### src/rtl/fifo_drain.sv
// fifo_drain: read-side port for a showahead synchronous FIFO.
//
// Pops entries from the FIFO head into a 2-entry skid buffer and presents
// the oldest one as a registered valid/ready stream. The dequeue request is
// built only from registered occupancy and the FIFO flags. The consumer's
// out_ready never reaches fifo_dequeue_en combinationally.
//
// Handshake: a transfer completes in any cycle where out_valid && out_ready.
// Once out_valid rises, out_valid/out_value hold until that transfer, unless
// flush_en or reset intervenes.
//
// Ports:
//   clk             in   clock
//   reset           in   synchronous active-high reset
//   flush_en        in   synchronous flush of the skid buffer
//   fifo_empty      in   FIFO empty flag
//   fifo_value      in   FIFO head data (showahead)
//   fifo_dequeue_en out  pop the FIFO head this cycle
//   out_valid       out  out_value holds a valid entry
//   out_ready       in   consumer accepts out_value this cycle
//   out_value       out  oldest buffered entry
//   transfer_count  out  completed out handshakes (wraps)
//   drained         out  FIFO empty and skid buffer empty
module fifo_drain #(
  parameter int WIDTH       = 64,
  parameter int COUNT_WIDTH = 32
) (
  input  logic                   clk,
  input  logic                   reset,
  input  logic                   flush_en,
  input  logic                   fifo_empty,
  input  logic [WIDTH-1:0]       fifo_value,
  output logic                   fifo_dequeue_en,
  output logic                   out_valid,
  input  logic                   out_ready,
  output logic [WIDTH-1:0]       out_value,
  output logic [COUNT_WIDTH-1:0] transfer_count,
  output logic                   drained
);

  logic [WIDTH-1:0]       mem_q [2];
  logic [WIDTH-1:0]       mem_d [2];
  logic                   wr_ptr_q, wr_ptr_d;
  logic                   rd_ptr_q, rd_ptr_d;
  logic [1:0]             count_q, count_d;
  logic [COUNT_WIDTH-1:0] xfer_q, xfer_d;
  logic                   pop;

  // Dequeue looks only at registered occupancy, never at out_ready. A full
  // buffer therefore stalls the FIFO for one cycle after back-pressure.
  assign fifo_dequeue_en = !fifo_empty && !flush_en && !reset && (count_q != 2'd2);
  assign out_valid       = (count_q != 2'd0);
  assign out_value       = mem_q[rd_ptr_q];
  assign pop             = out_valid && out_ready;
  assign transfer_count  = xfer_q;
  assign drained         = fifo_empty && (count_q == 2'd0);

  always_comb begin
    mem_d    = mem_q;
    wr_ptr_d = wr_ptr_q;
    rd_ptr_d = rd_ptr_q;
    count_d  = count_q;
    // A transfer in the flush cycle still counts as completed.
    xfer_d   = pop ? xfer_q + 1'b1 : xfer_q;

    if (flush_en) begin
      wr_ptr_d = 1'b0;
      rd_ptr_d = 1'b0;
      count_d  = 2'd0;
    end else begin
      if (fifo_dequeue_en) begin
        mem_d[wr_ptr_q] = fifo_value;
        wr_ptr_d        = ~wr_ptr_q;
      end
      if (pop) begin
        rd_ptr_d = ~rd_ptr_q;
      end
      unique case ({fifo_dequeue_en, pop})
        2'b10:   count_d = count_q + 2'd1;
        2'b01:   count_d = count_q - 2'd1;
        default: count_d = count_q;
      endcase
    end
  end

  always_ff @(posedge clk) begin
    if (reset) begin
      mem_q[0] <= '0;
      mem_q[1] <= '0;
      wr_ptr_q <= 1'b0;
      rd_ptr_q <= 1'b0;
      count_q  <= 2'd0;
      xfer_q   <= '0;
    end else begin
      mem_q[0] <= mem_d[0];
      mem_q[1] <= mem_d[1];
      wr_ptr_q <= wr_ptr_d;
      rd_ptr_q <= rd_ptr_d;
      count_q  <= count_d;
      xfer_q   <= xfer_d;
    end
  end

`ifndef SYNTHESIS
  always_ff @(posedge clk) begin
    if (!reset) begin
      assert (count_q <= 2'd2);
      assert (!(fifo_dequeue_en && fifo_empty));
    end
  end
`endif

endmodule

### config.mk
export PLATFORM = sky130hd
export DESIGN_NAME = fifo_drain
export DESIGN_NICKNAME = d
export VERILOG_FILES = /design/src/rtl/fifo_drain.sv
export SDC_FILE = /design/constraint.sdc
export NUM_CORES = 1
export LEC_CHECK = 0
export CAP_MARGIN = 30
export CORE_ASPECT_RATIO = 0.8
export CORE_MARGIN = 5
export CORE_UTILIZATION = 51
export CTS_BUF_LIST = sky130_fd_sc_hd__clkbuf_2
export DETAILED_ROUTE_END_ITERATION = 7
export PLACE_DENSITY = 0.82
export SLEW_MARGIN = 15
export SYNTH_ARGS = -nofsm -noshare
export SYNTH_HDL_FRONTEND = slang
export SYNTH_SLANG_ARGS = --single-unit
export TNS_END_PERCENT = 1
### constraint.sdc
create_clock -name clk -period 2.9 [get_ports clk]
set_clock_uncertainty 0.1 [all_clocks]
set_input_delay 0.725 -clock clk [delete_from_list [all_inputs] [get_ports clk]]
set_output_delay 0.725 -clock clk [all_outputs]
set_load 0.01 [all_outputs]
==> Word level (Yosys, flattened, before mapping) <==
Cells that the tools add are included.
{ "totals": {"regBits": 164, "output_inout_bits": 99, "inputBits": 69} }
{ "op_classes": {"magnitude_cmp": 3, "n_reduce_logical": 14, "n_mux": 7, "eq_ne": 3, "add_sub_neg": 3, "bitwise": 5} }
{ "op_table": {"columns": ["op", "count"], "rows": [
  ["64-bit 2-to-1 mux", 4],
  ["128-bit bitwise mux", 1],
  ["64-bit demux with 1-bit select", 1],
  ["32-bit by 1-bit adder with 32-bit output, second input constant", 1],
  ["1-bit logical AND", 6],
  ["2-bit greater-or-equal comparator, second input constant", 2],
  ["1-bit inverter with 2-bit output", 2],
  ["2-bit case mux with 2 select lines", 1],
  ["2-bit nonzero test", 2],
  ["1-bit zero test", 3],
  ["1-bit inverter", 3],
  ["2-bit by 1-bit adder with 2-bit output, second input constant", 1],
  ["2-bit by 1-bit == test with 1-bit output, second input constant", 1],
  ["2-bit == test, second input constant", 1],
  ["2-bit zero test", 1],
  ["2-bit by 1-bit less-than comparator with 1-bit output, second input constant", 1],
  ["2-bit inequality test, second input constant", 1],
  ["2-bit AND reduction", 1],
  ["2-bit OR reduction", 1],
  ["2-bit by 1-bit subtractor with 2-bit output, second input constant", 1]
]} }

==> Logic depth before layout (Yosys ltp) <==
{ "depth": {"word_depth": 6, "ltp_mapped": 8, "ltp_nobuf": 6} }

==> Worst setup path before layout <==
OpenSTA, ideal clock, no wires.
{ "synth_path": {"path_type": "input -> register", "start": "input port reset", "end": "register count_q[1]", "setup_ns": 0.070, "required_ns": 2.730, "stages": 7, "slack_ns": 0.347, "arrival_ns": 2.382, "path_cell_list": "clkbuf_1 or2_1 clkbuf_1 or3_1 ha_1 or3_1 a21oi_1"} }
{ "synth_via": {"elab_chain_len": 5, "word_cells_on_any_way": 8, "cone_classes": "eq/ne (2); mux (1); reduce/logical (5)"} }
{ "synth_rtl": {"columns": ["item", "line_no", "rtl"], "rows": [
  ["start: declaration", "29", "input logic reset,"],
  ["1-bit zero test", "51", "assign fifo_dequeue_en = !fifo_empty && !flush_en && !reset && (count_q != 2'd2);"],
  ["1-bit logical AND (2 in series)", "51", null],
  ["2-bit by 1-bit == test with 1-bit output or 2-bit == test (tied branches)", "78", "unique case ({fifo_dequeue_en, pop})"],
  ["2-bit case mux with 2 select lines or 2-bit nonzero test (tied branches)", null, null],
  ["end signal: assignment", "99", "count_q <= count_d;"],
  ["end: declaration", "45", "logic [1:0] count_q, count_d;"]
]} }
Several ways; a longest one is shown, not always the timed one.
A chain may end at the register's enable or synchronous reset.

==> Worst setup path after layout <==
{ "layout_path": {"start": "register rd_ptr_q", "end": "output port out_value[35]"} }
{ "layout_via": {"elab_chain_len": 4} }
{ "layout_rtl": {"columns": ["item", "line_no", "rtl"], "rows": [
  ["start: declaration", "44", "logic rd_ptr_q, rd_ptr_d;"],
  ["start signal: assignment", "98", "rd_ptr_q <= rd_ptr_d;"],
  ["1-bit inverter with 2-bit output (not written as such)", "53", "assign out_value = mem_q[rd_ptr_q];"],
  ["64-bit 2-to-1 mux (not written as such) (3 in series)", "53", null],
  ["end: declaration", "36", "output logic [WIDTH-1:0] out_value,"]
]} }
Every way passes these cells. The select of a mux whose other input is x is not followed.

==> impl_metrics.json <==
{
  "fin_util_pct": 69.0,
  "area_growth_pct": 31.1,
  "dp_hpwl_mm": 11.2,
  "drv_cap": 0,
  "p_sw_share_pct": 27.0,
  "clockBufferDepth": 2,
  "avgViaCountPerCell": 5.30,
  "hold_buffers": 0,
  "io_buffers": 167,
  "finalSetupViolCount": 3,
  "cp.arrival_ns": 2.10,
  "first_pass_iters": 5,
  "wl_per_cell_um": 15.2,
  "clockPowerShare_pct": 28.5,
  "cts_tree": "done",
  "synth_cell_types": 31,
  "finalMaxSlewViolations": 0,
  "gr-total-overflow": 0,
  "yosysTopAreaCell": "dfxtp_1",
  "total_power_uw": 3710,
  "num_antenna_cells": 0,
  "die_h_um": 113,
  "layout_common_cells": "nand2_1, dfxtp_1, a21oi_1",
  "final_antenna_net_count": 0,
  "grtUsageTotal_pct": 21.9,
  "syn_avg_cell_area_sq_um": 8.24,
  "fin_hold_ws_ns": 0.368,
  "yosysWarnings": 0,
  "vias": 6145,
  "clock_sinks": 164,
  "worst_slack_ns": -0.0238,
  "fin_area_sq_um": 8940,
  "required_ns": 2.08,
  "drc_errors": 0,
  "mappedNetlistNets": 899,
  "dieArea_sq_um": 15800,
  "nFillCells": 1089,
  "crit_type": "register to primary output",
  "intPower_uw": 2710,
  "yosys.area.top_type_share_pct": 48.1,
  "grt_max_degree": 89,
  "min_period_ns": 2.92,
  "power_frac_comb_pct": 9.3,
  "synthTopCellsByArea": "dfxtp_1, nand2_1, a21oi_1",
  "post_route_cells_drive_above_1_share_pct": 15.4,
  "ys_ff_latch": 164,
  "hold_depth": 2,
  "rows": 37,
  "r2r_cells": 4,
  "ys_seq_area_share_pct": 48.1,
  "relSlewSlack_pct": 37.8,
  "drt_iter0_markers": 393,
  "vdd_drop_max_v": 0.000326,
  "hold_class": "register to register",
  "tightest_slew_ns": 0.934,
  "grt_first_pass_wirelength_mm": 28.9,
  "p_seq_share_pct": 62.3,
  "h-tree-depth": 4,
  "grt_pass1_vias": 5941,
  "switchingPower_uw": 1000,
  "worstSetupStartpointType": "register",
  "tns_ns": -0.0607,
  "status": "finished with violations",
  "die_w_um": 139,
  "wl_mm": 17.6,
  "fin_crit_sh_pct": 101,
  "core_sq_um": 13000,
  "gp_congestion": 0.764,
  "fmax_mhz": 342,
  "violations": "setup timing",
  "hold_viol_final": 0,
  "clock-root-buffer": "clkbuf_2",
  "clk_latency_ns": 0.69,
  "worstPathMaxFanout": 17,
  "place_area_sq_um": 8680,
  "synth_area_sq_um": 6820,
  "power_density_nw_per_um2": 414,
  "pin_count": 168,
  "p_leak_uw": 0.00369,
  "critPathCaptureType": "primary output",
  "synthesis.instances": 828,
  "rsz0062_at_grt": "yes",
  "antenna_found_initial": 0,
  "cts_made_buffers": 17,
  "fin_nets": 1042,
  "clk_pin_slew_worst_paths_ns": 0.21,
  "initial_core_util_pct": 52.6,
  "layout_commonest_cell": "nand2_1"
}
==> routing by layer <==
layer / vias up / track usage (%) / routed length, um
li1: 3110 / - / -
met1: 2843 / 28.8 / 7950
met2: 169 / 36.3 / 8350
met3: 23 / 5.24 / 980
met4: 0 / 6.26 / 285
met5: - / 0 / 0
==> worst paths after layout <==
path,from,endpoint,slack [ns]
max,rd_ptr_q,out_value[35],-0.02
min,mem_q[56],mem_q[56],0.37
max reg2reg,transfer_count[6],transfer_count[30],0.60
min reg2reg,mem_q[56],mem_q[56],0.37
==> layout make-up <==
type                    count  area (sq um)  area share [%]
multi-input cells         598          3350            37.5
flip-flops and latches    164          3290            36.8
repair buffers            185          1870            20.9
well taps                 175           219            2.45
clock inverters            14           103            1.15
clock buffers              18          90.1            1.01
inverters                   5          18.8           0.210
==> power groups by stage <==
stage	Sequential [uW]	Clock [uW]	Combinational (uW)
after CTS	2310	1090	347
final	2310	1050	343
after detailed placement	2350	0	355
after global routing	2320	1190	371
after global placement	2350	0	354
after floorplan	2350	0	144
==> synthesized netlist by cell type <==
| cell | n |
|---|---|
| nand2_1 | 267 |
| dfxtp_1 | 164 |
| a21oi_1 | 155 |
| mux2_2 | 64 |
| clkbuf_1 | 58 |
| or4_1 | 20 |
| o31ai_1 | 19 |
| nand3_1 | 12 |
| nor2_1 | 10 |
| or3_1 | 8 |
| o21ai_0 | 7 |
| nand4_1 | 6 |
| xor2_1 | 6 |
| inv_1 | 5 |
| and3_1 | 4 |
| and4_1 | 3 |
| xnor2_1 | 3 |
| buf_6 | 2 |
| ha_1 | 2 |
| or2_2 | 2 |
| buf_2 | 1 |
| mux2i_1 | 1 |
| nand4_2 | 1 |
| nor2b_1 | 1 |
| nor4_2 | 1 |
| nor4b_1 | 1 |
| o211a_1 | 1 |
| o21a_1 | 1 |
| or2_1 | 1 |
| or4_4 | 1 |
| or4b_1 | 1 |
==> timing repair <==
action                                  4_1_cts  5_1_grt
endpoints found under the setup margin       66       44
gates resized for setup                      39      109
cloned                                        0        0
buffers inserted                              0        1
==> critical path, cell delays in order, from the launching register on <==
cell	delay [ns]
dfxtp_4	0.43
buf_12	0.16
mux2_2	0.35
clkdlybuf4s50_1	0.49
==> cell families after synthesis <==
| group | synth area share (%) |
|---|---|
| AOI/OAI and AO/OA | 14.2 |
| adders and majority gates | 0.367 |
| buffers and inverters | 3.87 |
| muxes | 10.7 |
| DFF | 48.1 |
| xor gates and xnor gates | 1.16 |
| and+or+nand+nor | 21.5 |
==> state kept, by name, indices dropped and copies added, names as in the netlist <==
signal / count
mem_q: 128
count_q: 2
transfer_count: 32
wr_ptr_q: 1
rd_ptr_q: 1
==> per-stage QoR <==
step           instances  worst slack [ns]
4_1_cts             1158            -0.151
3_5_place_dp        1126            -0.197
3_3_place_gp        1126            -0.181
2_1_floorplan        828             0.347
5_1_grt             1159            -0.145
6_report            1159           -0.0238
No activity file was read; power rests on OpenSTA's default activity.
